File: src/rtl/key_debouncer.sv
// key_debouncer: per-lane 2-flop synchronizer, debounce FSM, press/release pulses.
// Optional auto-repeat of key_press while a key is held: define KEY_REPEAT_EN.
module key_debouncer_lane #(
    parameter int DEBOUNCE_CYCLES = 2_000_000,
    parameter int REPEAT_DELAY    = 50_000_000,
    parameter int REPEAT_PERIOD   = 10_000_000
) (
    input  logic clk,
    input  logic rst_n,
    input  logic key_raw_n,
    output logic key_level_n,
    output logic key_press,
    output logic key_release
);
    localparam int CW = $clog2(DEBOUNCE_CYCLES + 1);
    localparam logic [CW-1:0] CNT_LAST = CW'(DEBOUNCE_CYCLES - 1);

    if (DEBOUNCE_CYCLES < 1 || REPEAT_DELAY < 1 || REPEAT_PERIOD < 1) begin : g_bad_param
        $error("key_debouncer_lane: cycle parameters must be >= 1");
    end

    // Bit 1 of the encoding is the pressed level, so key_level_n comes straight off a flop.
    typedef enum logic [1:0] {UP = 2'b00, UP_CHK = 2'b01, DOWN = 2'b10, DOWN_CHK = 2'b11} state_t;

    state_t        state;
    logic [CW-1:0] cnt;
    logic          sync1, sync2;
    logic          differ, accept, press_acc, rel_acc, rpt_fire;

    assign key_level_n = ~state[1];
    assign differ      = (sync2 != key_level_n);
    assign accept      = differ && (cnt == CNT_LAST);
    assign press_acc   = accept && !sync2;
    assign rel_acc     = accept && sync2;

    always_ff @(posedge clk or negedge rst_n) begin
        if (!rst_n) begin
            sync1 <= 1'b1;
            sync2 <= 1'b1;
        end else begin
            sync1 <= key_raw_n;
            sync2 <= sync1;
        end
    end

    always_ff @(posedge clk or negedge rst_n) begin
        if (!rst_n) begin
            state       <= UP;
            cnt         <= '0;
            key_press   <= 1'b0;
            key_release <= 1'b0;
        end else begin
            key_press   <= press_acc || rpt_fire;
            key_release <= rel_acc;
            if (!differ) begin
                cnt   <= '0;
                state <= key_level_n ? UP : DOWN;
            end else if (accept) begin
                cnt   <= '0;
                state <= sync2 ? UP : DOWN;
            end else begin
                cnt   <= cnt + 1'b1;
                state <= key_level_n ? UP_CHK : DOWN_CHK;
            end
        end
    end

`ifdef KEY_REPEAT_EN
    localparam int RMAX = (REPEAT_DELAY > REPEAT_PERIOD) ? REPEAT_DELAY : REPEAT_PERIOD;
    localparam int RW   = $clog2(RMAX + 1);

    // rpt_cnt holds cycles since the last press/repeat pulse; 0 means idle.
    logic [RW-1:0] rpt_cnt;
    logic          rpt_rep;

    assign rpt_fire = state[1] && !rel_acc &&
                      (rpt_rep ? (rpt_cnt == RW'(REPEAT_PERIOD)) : (rpt_cnt == RW'(REPEAT_DELAY)));

    always_ff @(posedge clk or negedge rst_n) begin
        if (!rst_n) begin
            rpt_cnt <= '0;
            rpt_rep <= 1'b0;
        end else if (press_acc) begin
            rpt_cnt <= RW'(1);
            rpt_rep <= 1'b0;
        end else if (rel_acc || !state[1]) begin
            rpt_cnt <= '0;
            rpt_rep <= 1'b0;
        end else if (rpt_fire) begin
            rpt_cnt <= RW'(1);
            rpt_rep <= 1'b1;
        end else begin
            rpt_cnt <= rpt_cnt + 1'b1;
        end
    end
`else
    assign rpt_fire = 1'b0;
`endif
endmodule

module key_debouncer #(
    parameter int NUM_KEYS        = 5,
    parameter int DEBOUNCE_CYCLES = 2_000_000,
    parameter int REPEAT_DELAY    = 50_000_000,
    parameter int REPEAT_PERIOD   = 10_000_000
) (
    input  logic                clk,
    input  logic                rst_n,
    input  logic [NUM_KEYS-1:0] key_raw_n,
    output logic [NUM_KEYS-1:0] key_level_n,
    output logic [NUM_KEYS-1:0] key_press,
    output logic [NUM_KEYS-1:0] key_release
);
    for (genvar i = 0; i < NUM_KEYS; i++) begin : g_lane
        key_debouncer_lane #(
            .DEBOUNCE_CYCLES(DEBOUNCE_CYCLES),
            .REPEAT_DELAY   (REPEAT_DELAY),
            .REPEAT_PERIOD  (REPEAT_PERIOD)
        ) u_lane (
            .clk        (clk),
            .rst_n      (rst_n),
            .key_raw_n  (key_raw_n[i]),
            .key_level_n(key_level_n[i]),
            .key_press  (key_press[i]),
            .key_release(key_release[i])
        );
    end
endmodule

File: config.mk
export PLATFORM = sky130hd
export DESIGN_NAME = key_debouncer
export DESIGN_NICKNAME = d
export VERILOG_FILES = /design/src/rtl/key_debouncer.sv
export SDC_FILE = /design/constraint.sdc
export NUM_CORES = 1
export LEC_CHECK = 0
export BUFFER_PORTS_ARGS = -buffer_cell sky130_fd_sc_hd__buf_2
export CELL_PAD_IN_SITES_DETAIL_PLACEMENT = 1
export CELL_PAD_IN_SITES_GLOBAL_PLACEMENT = 2
export CORE_UTILIZATION = 41
export CTS_CLUSTER_DIAMETER = 40
export DETAILED_ROUTE_END_ITERATION = 6
export PLACE_DENSITY_LB_ADDON = 0.1
export SETUP_SLACK_MARGIN = 0.1
export SLEW_MARGIN = 25
export SYNTH_ARGS = -nofsm -noshare
export SYNTH_HDL_FRONTEND = slang
export SYNTH_SLANG_ARGS = --single-unit
File: constraint.sdc
create_clock -name clk -period 1.9 [get_ports clk]
set_input_delay 0.285 -clock clk [delete_from_list [all_inputs] [get_ports clk]]
set_output_delay 0.285 -clock clk [all_outputs]
set_load 0.03 [all_outputs]
==> run summary, run 1 <==
The count of cells along the worst hold path came out at 0. The post-route DRC violation count came out at 1. The HPWL reported at the end of detailed placement is 9.58 mm. The finished layout holds 848 standard cells, fillers aside. The power density over cell area came out at 864 nW/um^2. The fraction of synthesized cell area taken by the top area cell type is 0.479.

The synthesized cell area is 6270 sq um. The final cycle utilization of the critical path came out at 0.905. Timing would allow up to 0.581 GHz. The net count of the finished layout is 663. By area the synthesized netlist is led by sky130_fd_sc_hd__dfrtp_1 48%, sky130_fd_sc_hd__xor2_1 8.4%, sky130_fd_sc_hd__nor2_1 4.4%, sky130_fd_sc_hd__dfstp_2 4.2%, sky130_fd_sc_hd__nand4_1 3.2%. The die is 126 microns wide. The setup slack after layout is 0.180 ns. The area enclosed by the die boundary came out at 15800 sq um. For this run, the detailed router's first-pass iteration total came to 6. The count of standard-cell rows came out at 44.

The worst clock skew came out at 0.00689 ns. The checks that failed: design-rule violations. The worst endpoint required time came out at 2.24 ns. The predominant post-synthesis flop cell is sky130_fd_sc_hd__dfrtp_1. The initial standard-cell utilization of the core came out at 0.426. The switching power of the nets is 1.43 mW. The average size of a mapped cell came out at 10.1 sq um.

The overall overflow remaining after global route is 0. The area added between synthesis and finish came out at 16.9%. The total of max-cap violations is 0.

The worst-case reg-to-reg path depth is 4. In the synthesized netlist the async set-or-reset flop fraction comes to 1.00. The number of I/O pins came out at 22. The floorplan step set the die height to 126 microns. The share of total power dissipated in sequential elements is 0.450. The number of global-route vias before repair is 4995. The average detailed-routed wire length per instance came out at 16.6 microns. The net switching fraction of the power is 0.226. The number of flops mapped to enable cells by yosys is 0. The largest net degree at the start of global routing came out at 52. The level count of the clock H-tree came out at 4. The average vias per placed instance is 5.47. The number of buffers added on ports came out at 21. The sequential area share after synthesis came out at 0.521. Of the cells placed in the final design, the portion with a size suffix greater than 1 is 0.175. The source-to-sink clock delay at the later pin of the worst-skew pair came out at 0.42 ns.

The cell count after placement is 809. The count of vias placed by the detailed router is 4635. The clock net in this run drives a total of 130 sinks.

In this run the clock root is driven by a sky130_fd_sc_hd__clkbuf_16. The standby leakage power is 3.14 nW. Clock-pin slew was measured on the worst setup and hold paths at 0.06 ns. The sum of routed wire length over all layers is 14.1 mm.

The synthesis warning total came out at 0. STA classifies the critical path endpoint as a register. At the pin with the least slew margin, the transition time is 0.510 ns.

In this run the deepest clock path goes through 2 buffers. The area of the placeable core is 14700 sq um. Summing all flip-flop and latch instances after layout gives 3270 sq um.

The worst setup path is launched from a register. The worst slack after detailed placement came out at 0.148 ns. The layout has 1603 filler cells. Setup repair after global routing left no endpoint under its margin. The logic gate share of total power came out at 0.038. The hold violation total from the final report came out at 0. The clock network power share is 0.512. The clock period could shrink to 1.72 ns. By count the netlist is led by 120 x sky130_fd_sc_hd__dfrtp_1, 74 x sky130_fd_sc_hd__nor2_1, 60 x sky130_fd_sc_hd__xor2_1. The multi-input logic area came out at 2760 sq um.

Synthesis handed over a netlist of 619 instances. The first-pass GRT wire length came out at 24.6 mm. The most common cell in the synthesized netlist is sky130_fd_sc_hd__dfrtp_1.

For this run, the total global-route usage over all layers was measured as 0.197. The number of setup violations in the final report is 0. The number of max-slew violations in the final report is 0.

The largest driver fanout on the critical path came out at 8. The min-delay analysis places its worst path in the category reg2reg. Across the VDD grid, the largest voltage drop is 0.636 mV. In this run the tightest slew margin relative to its limit is 0.660. The net count after synthesis came out at 631. Routability-driven placement finished with a final weighted congestion of 0.739. The internal power component came out at 4.90 mW.

The synthesized design contains 130 register bits. The number of routed nets with antenna violations came out at 0. The run finished, with violations left.

Clock tree synthesis inserted a total of 17 buffers. The post-synthesis cell type with the largest combined area is sky130_fd_sc_hd__dfrtp_1. The arrival time at the worst endpoint is 2.06 ns. The initial antenna violation count is 0. The post-synthesis cell type count came out at 38. For the final routed database, the setup TNS stands at 0 ns.

The initial detailed-routing violation count came out at 185. The critical path is of the reg2reg type. The number of inserted diodes is 0. TritonCTS built the clock tree.
==> worst max-delay path, cell delays in order (launching register included) <==
cell                      delay [ns]
sky130_fd_sc_hd__dfrtp_1        0.42
sky130_fd_sc_hd__and4_1         0.38
sky130_fd_sc_hd__nand4_4        0.18
sky130_fd_sc_hd__or4_1          0.49
sky130_fd_sc_hd__a21oi_1        0.17
==> final cells by class <==
type                            count  share of cell area
Multi-Input combinational cell    433               0.377
Sequential cell                   130               0.446
Tap cell                          184              0.0314
Clock buffer                       20              0.0623
Clock inverter                     12              0.0179
Timing Repair Buffer               57              0.0591
Inverter                           12             0.00615
==> per-stage QoR <==
step / hold WS (ns) / power, mW / utilization / area (sq um)
after floorplan: -0.0106 / 2.99 / - / 6270
after global placement: 0.276 / 3.12 / 0.449 / 6590
after detailed placement: 0.274 / 3.13 / 0.449 / 6590
after CTS: 0.356 / 6.41 / 0.493 / 7240
after global routing: 0.358 / 6.58 / 0.498 / 7330
final: 0.355 / 6.33 / 0.498 / 7330
==> power groups by stage <==
stage / sequential (mW) / clock (mW) / combinational, mW
after floorplan: 2.89 / 0 / 0.103
after global placement: 2.89 / 0 / 0.226
after detailed placement: 2.90 / 0 / 0.233
after CTS: 2.85 / 3.32 / 0.244
after global routing: 2.85 / 3.45 / 0.275
final: 2.85 / 3.24 / 0.242
==> layer usage <==
metal / part of all wire / track usage / up-vias
li1: - / - / 2238
met1: 0.50 / 0.269 / 2340
met2: 0.47 / 0.311 / 43
met3: 0.021 / 0.0455 / 14
met4: 0.013 / 0.0660 / 0
met5: 0 / 0 / -
==> logic make-up (layout without fill, tap and decap cells) <==
logic type | after synthesis | count (layout) | share of synthesized area
mux | 2 | 2 | 0.00319
fa+ha+maj | 5 | 5 | 0.00998
xor+xnor | 67 | 67 | 0.0936
simple gates | 285 | 285 | 0.257
compound gates | 74 | 74 | 0.0669
buf+inv | 56 | 101 | 0.0485
flops | 130 | 130 | 0.521
==> final timing paths <==
kind	to	from	slack, ns
max	g_lane[3].u_lane.cnt[19]	g_lane[3].u_lane.cnt[6]	0.18
min	g_lane[1].u_lane.sync2	g_lane[1].u_lane.sync1	0.36
max reg2reg	g_lane[3].u_lane.cnt[19]	g_lane[3].u_lane.cnt[6]	0.18
min reg2reg	g_lane[1].u_lane.sync2	g_lane[1].u_lane.sync1	0.36
max in group asynchronous	g_lane[3].u_lane.sync1	rst_n	0.88
min in group asynchronous	g_lane[0].u_lane.cnt[17]	rst_n	0.40
==> registers in the layout, indices dropped and copies added (netlist names) <==
signal,count
g_lane.u_lane.state,5
g_lane.u_lane.key_release,5
g_lane.u_lane.sync2,5
g_lane.u_lane.key_press,5
g_lane.u_lane.cnt,105
g_lane.u_lane.sync1,5
==> what timing repair did <==
item,CTS,global route
hold buffers,6,0
endpoints found under the hold margin,50,0
gates resized for setup,0,19
setup buffers,0,1
setup endpoints to repair,0,81
==> cells in the final DEF (no fill, tap or decap), types with 4 or more instances in the layout <==
master                          count
sky130_fd_sc_hd__dfrtp_1          116
sky130_fd_sc_hd__inv_1             12
sky130_fd_sc_hd__nor4bb_1           4
sky130_fd_sc_hd__nor4_1             6
sky130_fd_sc_hd__and2_1            16
sky130_fd_sc_hd__clkinvlp_4         4
sky130_fd_sc_hd__o21bai_1           7
sky130_fd_sc_hd__nor2_1            74
sky130_fd_sc_hd__o21ai_0           25
sky130_fd_sc_hd__nand3_1           36
sky130_fd_sc_hd__and3_1            13
sky130_fd_sc_hd__dfrtp_2            4
sky130_fd_sc_hd__o31ai_1            8
sky130_fd_sc_hd__dfstp_2           10
sky130_fd_sc_hd__and4_1            12
sky130_fd_sc_hd__or4_1              7
sky130_fd_sc_hd__buf_2             20
sky130_fd_sc_hd__buf_6              4
sky130_fd_sc_hd__nand2_1           31
sky130_fd_sc_hd__xnor2_1            7
sky130_fd_sc_hd__or3_1             25
sky130_fd_sc_hd__buf_4             25
sky130_fd_sc_hd__nor3_1             7
sky130_fd_sc_hd__a21oi_1           32
sky130_fd_sc_hd__nand4_1           32
sky130_fd_sc_hd__dlygate4sd3_1      6
sky130_fd_sc_hd__ha_1               4
sky130_fd_sc_hd__clkbuf_16         17
sky130_fd_sc_hd__xor2_1            60
Note: power is estimated with default switching activity, not from simulation.
==> inputs of run 2 (changes only) <==
--- a/config.mk
+++ b/config.mk
@@ -11,6 +11,7 @@
 export CORE_UTILIZATION = 41
 export CTS_CLUSTER_DIAMETER = 40
 export DETAILED_ROUTE_END_ITERATION = 6
+export MAX_ROUTING_LAYER = met4
 export PLACE_DENSITY_LB_ADDON = 0.1
 export SETUP_SLACK_MARGIN = 0.1
 export SLEW_MARGIN = 25
==> constraint.sdc (replaced) <==
create_clock -name clk -period 1.8 [get_ports clk]
set_input_delay 0.27 -clock clk [delete_from_list [all_inputs] [get_ports clk]]
set_output_delay 0.27 -clock clk [all_outputs]
set_load 0.03 [all_outputs]
==> run 2 against run 1 <==
Compared with the run above: the flow still finishes with violations (design-rule violations); wire length is 3.6% higher; fmax rose by 3.7%; critical path type unchanged; global-route usage grew 0.98 points; sequential power increased by 5%; register-to-register slack worse by 0.04 ns; critical path depth up 1.
==> run summary, run 2 (synthesized netlist as in run 1, its figures left out) <==
The flow ran to the end, but the final reports show violations. The checks that failed: design-rule violations. Setup repair after global routing could not meet its margin everywhere. Buffers inserted during clock tree synthesis total 17. The peak ir drop on the vdd network is 0.788 mV. The height of the chip is 126 microns. The length of the first detailed-routing pass in iterations came out at 6.

The proportion of layout cells with a drive suffix above 1 is 0.228. The final cell count without fillers came out at 864. The layout has 1569 filler cells.

In this run, the number of DRC markers left after iteration 0 of detailed routing was 203. Among all stages on the critical path, the largest delay is contributed by sky130_fd_sc_hd__dfrtp_1. TritonCTS built the clock tree. In the routed design, unresolved DRC markers number 1. The placer congestion estimate is 0.803. The area added between synthesis and finish is 22.0%. Summed over all failing endpoints, the final setup total negative slack is 0 ns.

The average vias per placed instance is 5.50. The max-slew headroom at the worst pin came out at 0.717. The power density over cell area is 976 nW/um^2.

The count of vias placed by the detailed router came out at 4748. The clock-pin slew of the registers on the worst-case setup and hold paths came out at 0.06 ns. STA classifies the critical path endpoint as a register. The initial antenna violation count is 0. The critical path in this run is classified as reg2reg. For the finished layout, the period the worst path requires is 1.66 ns. At the later pin of the worst-skew pair, clock insertion delay measures 0.42 ns. The cell family contributing the most delay on the critical path is simple AND/OR/NAND/NOR gates.

The standby leakage power came out at 3.31 nW. The total of max-cap violations is 0. The area of the placeable core came out at 14700 sq um.

The worst endpoint required time came out at 2.09 ns. The final cycle utilization of the critical path is 0.921. The number of max-slew violations in the final report came out at 0. The number of global-route vias before repair is 5079.

The signal on the critical path passes through nor4bb_2, nand4_1, o31ai_4, buf_6, a21oi_1. More flip-flops sit in one register than any other, and that register is g_lane.u_lane.cnt. Summed over all layers, the global routing overflow is 0. Data on the critical path arrives at its endpoint at 1.95 ns. The die covers 15800 sq um.

The level count of the clock H-tree came out at 4. The number of nets in the final layout came out at 679. The clock net sink count came out at 130. The initial standard-cell utilization of the core is 0.426.

The number of inserted diodes came out at 0. The sum of routed wire length over all layers came out at 14.6 mm. The maximum cell stage delay along the critical path came out at 0.43 ns. The count of standard-cell rows came out at 44. The first-pass GRT wire length came out at 25.2 mm.

The number of routed nets with antenna violations is 0. The buffers plus inverters on the worst setup path is 1. 22 I/O pins were placed. The flip-flop count of the largest register, all copies and words added is 105. The buffer depth of the longest clock path is 2. The HPWL reported at the end of detailed placement is 9.77 mm. The average detailed-routed wire length per instance is 16.9 microns. For the final database, setup skew stands at 0.0107 ns. The largest driver fanout on the critical path came out at 9.

In the layout the commonest cells are 108 x sky130_fd_sc_hd__dfrtp_1, 74 x sky130_fd_sc_hd__nor2_1, 60 x sky130_fd_sc_hd__xor2_1. The root buffer cell is sky130_fd_sc_hd__clkbuf_16. The horizontal die dimension came out at 126 microns. The cell count after placement came out at 818. STA classifies the critical path startpoint as a register. Setup violations remaining at the end of the flow were counted as 0. In the global route stage, overall resource usage came out at 0.207. The number of buffers added on ports is 21. The measured slew at the worst slew-check pin came out at 0.421 ns.

The path class of the tightest hold or removal check is in2async. The fmax is 0.603 GHz. The largest net degree at the start of global routing is 37. The hold violation total from the final report is 0. The library cell used most frequently in the layout, excluding fill and tap cells, is sky130_fd_sc_hd__dfrtp_1.
[run 2: cell count changes in the layout (fill, tap and decap cells not counted), sizes merged]
cell,before,now
inv,14,12
bufinv,2,8
buf,51,67
clkinvlp,4,0
clkbuf,20,17
clkinv,4,7
[run 2: path summary, 6_finish.rpt]
path	cells past startpoint	from	to	slack (ns)
max	5	g_lane[2].u_lane.cnt[12]	g_lane[2].u_lane.cnt[16]	0.14
min	2	rst_n	g_lane[0].u_lane.cnt[15]	0.31
max reg2reg	5	g_lane[2].u_lane.cnt[12]	g_lane[2].u_lane.cnt[16]	0.14
min reg2reg	0	g_lane[4].u_lane.sync1	g_lane[4].u_lane.sync2	0.35
max in group asynchronous	3	rst_n	g_lane[4].u_lane.sync2	0.86
min in group clk	0	g_lane[4].u_lane.sync1	g_lane[4].u_lane.sync2	0.35
[run 2: final cells by class]
class	count	area (sq um)	share of cell area
clock inverters	15	287	0.0375
clock buffers	17	425	0.0556
repair buffers	73	561	0.0733
inverters	12	45.0	0.00589
multi-input cells	433	2820	0.369
flip-flops and latches	130	3280	0.429
well taps	184	230	0.0301
[run 2: routing by layer]
metal  vias up  global-route usage  part of all wire
met5         -                   -                 0
met4         0              0.0638            0.0080
met3        10              0.0489             0.020
met2        36               0.332              0.49
met1      2432               0.260              0.48
li1       2270                   -                 -
[run 2: report_power, final]
group	switching [mW]	internal (mW)	leakage (nW)	total (mW)
Combinational	0.168	0.0970	1.21	0.265
Clock	1.33	2.87	0.351	4.20
Sequential	0.0322	2.97	1.75	3.00
Total	1.53	5.94	3.31	7.47
[run 2: worst register-to-register path, delay by kind of cell, from the launching register on]
kind / cells / cell delay, ns
compound gates: 2 / 0.43
buf+inv: 1 / 0.19
flops: 1 / 0.43
simple gates: 2 / 0.49
[run 2: through the flow]
| step | setup slack, ns | power (mW) | utilization | area (sq um) | hold slack (ns) |
|---|---|---|---|---|---|
| 2_1_floorplan | 0.171 | 3.16 | - | 6270 | -0.0256 |
| 3_3_place_gp | 0.125 | 3.30 | 0.453 | 6660 | 0.197 |
| 3_5_place_dp | 0.0686 | 3.31 | 0.453 | 6660 | 0.206 |
| 4_1_cts | 0.0796 | 7.58 | 0.506 | 7440 | 0.308 |
| 5_1_grt | 0.0765 | 7.73 | 0.520 | 7650 | 0.351 |
| 6_report | 0.141 | 7.47 | 0.520 | 7650 | 0.309 |
[run 2: timing repair]
action                     CTS  global route
hold buffers                 6             0
hold endpoints to repair    37             0
gates resized for setup      4            46
setup endpoints to repair   20           105
setup buffers                0             8
pin swaps                    0             7
==> inputs of run 3 (changes only) <==
--- a/config.mk
+++ b/config.mk
@@ -5,12 +5,12 @@
 export SDC_FILE = /design/constraint.sdc
 export NUM_CORES = 1
 export LEC_CHECK = 0
-export BUFFER_PORTS_ARGS = -buffer_cell sky130_fd_sc_hd__buf_2
 export CELL_PAD_IN_SITES_DETAIL_PLACEMENT = 1
 export CELL_PAD_IN_SITES_GLOBAL_PLACEMENT = 2
-export CORE_UTILIZATION = 41
+export CORE_UTILIZATION = 42
 export CTS_CLUSTER_DIAMETER = 40
 export DETAILED_ROUTE_END_ITERATION = 6
+export DONT_BUFFER_PORTS = 1
 export MAX_ROUTING_LAYER = met4
 export PLACE_DENSITY_LB_ADDON = 0.1
 export SETUP_SLACK_MARGIN = 0.1
==> run 3 against run 2 <==
Compared with the run above: wire length decreased by 5.7%; clock skew decreased by 0.0036 ns; setup slack got worse by 0.035 ns; combinational power decreased by 23%; sequential share of layout area increased by 0.94 points; count of clock-buffer cells in the layout increased by 2; first-iteration DRC count decreased by 20%; via count decreased by 3.0%; the flow finishes with violations (negative hold slack); highest routed layer unchanged.
==> run summary, run 3 (synthesized netlist as in run 1, its figures left out) <==
The flow ran to the end, but the final reports show violations. The final reports fail on negative hold slack. For this run, global-route usage on met3 was measured as 0.0527.

The largest driver fanout on the critical path came out at 5. The number of setup violations in the final report came out at 0. The time the final worst path needs with I/O delays and setup is 1.69 ns.

The length of the first detailed-routing pass in iterations came out at 4. TritonCTS built the clock tree. The library cell used most frequently in the layout, excluding fill and tap cells, is sky130_fd_sc_hd__dfrtp_1.

Setup repair after global routing could not meet its margin everywhere. The repair_antennas step left the layout with diodes totalling 0. Of the available clock period, the critical path in the final layout requires 0.941. The count of vias placed by the detailed router came out at 4605. The standby leakage power came out at 3.17 nW. Clock latency on the worst-skew pair, taken at its later pin, is 0.42 ns. The count of standard-cell rows is 44. The critical path is of the reg2reg type. The type of the most critical hold path is in2async. After global routing, the most crowded layer is met2. The horizontal die dimension is 124 microns. The number of nets in the final layout came out at 657. The number of I/O pins is 22.

The initial detailed-routing violation count is 163. The total power after layout came out at 6.89 mW. The area enclosed by the die boundary came out at 15400 sq um. The initial standard-cell utilization of the core came out at 0.431. The worst clock skew came out at 0.00710 ns. The largest net degree at the start of global routing is 131. The flip-flop count of the largest register, all copies and words added came out at 105. The number of routed nets with antenna violations came out at 0. The fill cell total of the finished layout is 1576. The placer congestion estimate came out at 0.792. The worst setup path is captured at a register. The peak ir drop on the vdd network came out at 0.777 mV. The met2 demand-to-capacity share in global routing is 0.296. Based on the critical path, the design can be clocked at up to 0.590 GHz.

The average vias per placed instance came out at 5.47. The sum of routed wire length over all layers came out at 13.7 mm. After clock tree synthesis, the clock-pin slew on the worst setup and hold paths is 0.06 ns. For this run, global-route usage on met1 was measured as 0.254. The setup TNS after final layout came out at 0 ns. The first-pass GRT wire length came out at 22.7 mm. The number of buffers added on ports is 0.

For the pin with the worst max-slew slack, the measured transition is 0.344 ns. The number of global-route vias before repair came out at 4720. The sequential cells in the finished layout cover a total of 3280 sq um. TritonCTS created 17 clock buffers.

From bottom edge to top edge, the die measures 124 microns. The hold violation total from the final report is 130. The multi-input logic area came out at 2810 sq um. The hold buffer count at cts is 5. The buffer depth of the longest clock path came out at 2.

The worst setup path is launched from a register. Across every metal layer, demand over resource in global routing totals 0.195. The power density over cell area came out at 922 nW/um^2.

The max-slew headroom at the worst pin is 0.769. The number of max-slew violations in the final report came out at 0. The post-route DRC violation count came out at 0. The tightest hold margin came out at -0.456 ns. The total of max-cap violations is 0. For this design, the sink count on the clock tree is 130. The HPWL reported at the end of detailed placement came out at 8.65 mm. The arrival time at the worst endpoint came out at 1.99 ns.

The proportion of layout cells with a drive suffix above 1 came out at 0.195. The level count of the clock H-tree is 4. The area added between synthesis and finish is 19.3%. The top cell types in the final layout, fill and taps aside, are 111 x sky130_fd_sc_hd__dfrtp_1, 73 x sky130_fd_sc_hd__nor2_1, 60 x sky130_fd_sc_hd__xor2_1. Clock tree synthesis selected as its root buffer the cell sky130_fd_sc_hd__clkbuf_16. The average detailed-routed wire length per instance came out at 16.3 microns. g_lane.u_lane.cnt holds more flip-flops than any other register. The overall overflow remaining after global route is 0. The area of the placeable core came out at 14500 sq um. STA puts the critical path data required time at 2.09 ns. The initial antenna violation count is 0.
run 3: power by group:
part           switching [mW]  total [mW]  internal (mW)
combinational           0.111       0.204         0.0923
sequential             0.0311        3.00           2.97
clock                    1.30        3.69           2.39
total                    1.44        6.89           5.45
run 3: final cells by class:
type	instances	area share
Clock buffer	19	0.0606
Multi-Input combinational cell	433	0.376
Clock inverter	13	0.0244
Timing Repair Buffer	51	0.0634
Sequential cell	130	0.438
Tap cell	184	0.0308
Inverter	12	0.00603
run 3: final timing paths:
path	start	endpoint	slack, ns	cells past startpoint
worst min-delay path	rst_n	g_lane[0].u_lane.key_release	-0.46	0
worst min register to register	g_lane[0].u_lane.sync1	g_lane[0].u_lane.sync2	0.35	0
worst max register to register	g_lane[2].u_lane.cnt[11]	g_lane[2].u_lane.cnt[19]	0.11	7
max in group asynchronous	rst_n	g_lane[2].u_lane.sync2	1.99	0
min in group clk	g_lane[0].u_lane.sync1	g_lane[0].u_lane.sync2	0.35	0
worst max-delay path	g_lane[2].u_lane.cnt[11]	g_lane[2].u_lane.cnt[19]	0.11	7
run 3: what timing repair did:
item | CTS | global route
pin swaps | 0 | 9
hold endpoints to repair | 135 | 130
setup endpoints to repair | 22 | 109
resized for setup | 2 | 38
cloned | 0 | 3
buffers inserted | 0 | 11
run 3: critical path, cell delays in order, from the launching register on:
cell,delay [ns]
sky130_fd_sc_hd__dfrtp_2,0.43
sky130_fd_sc_hd__nor4bb_2,0.28
sky130_fd_sc_hd__nand4_1,0.15
sky130_fd_sc_hd__buf_6,0.16
sky130_fd_sc_hd__o31ai_4,0.19
sky130_fd_sc_hd__buf_6,0.16
sky130_fd_sc_hd__clkbuf_16,0.15
sky130_fd_sc_hd__a21oi_2,0.04
run 3: layer usage:
layer,wire length [microns],share of wire
met5,0,0
met2,6620,0.48
met3,368,0.027
met4,138,0.010
met1,6620,0.48
run 3: metrics by stage:
step	setup slack, ns	area [sq um]	hold WS [ns]	util	cells
2_1_floorplan	0.171	6270	-0.0256	-	619
3_3_place_gp	0.122	6500	-0.0231	0.447	791
3_5_place_dp	0.0825	6500	-0.0231	0.447	791
4_1_cts	0.0947	7190	-0.475	0.495	828
5_1_grt	0.0297	7470	-0.480	0.514	842
6_report	0.106	7470	-0.456	0.514	842
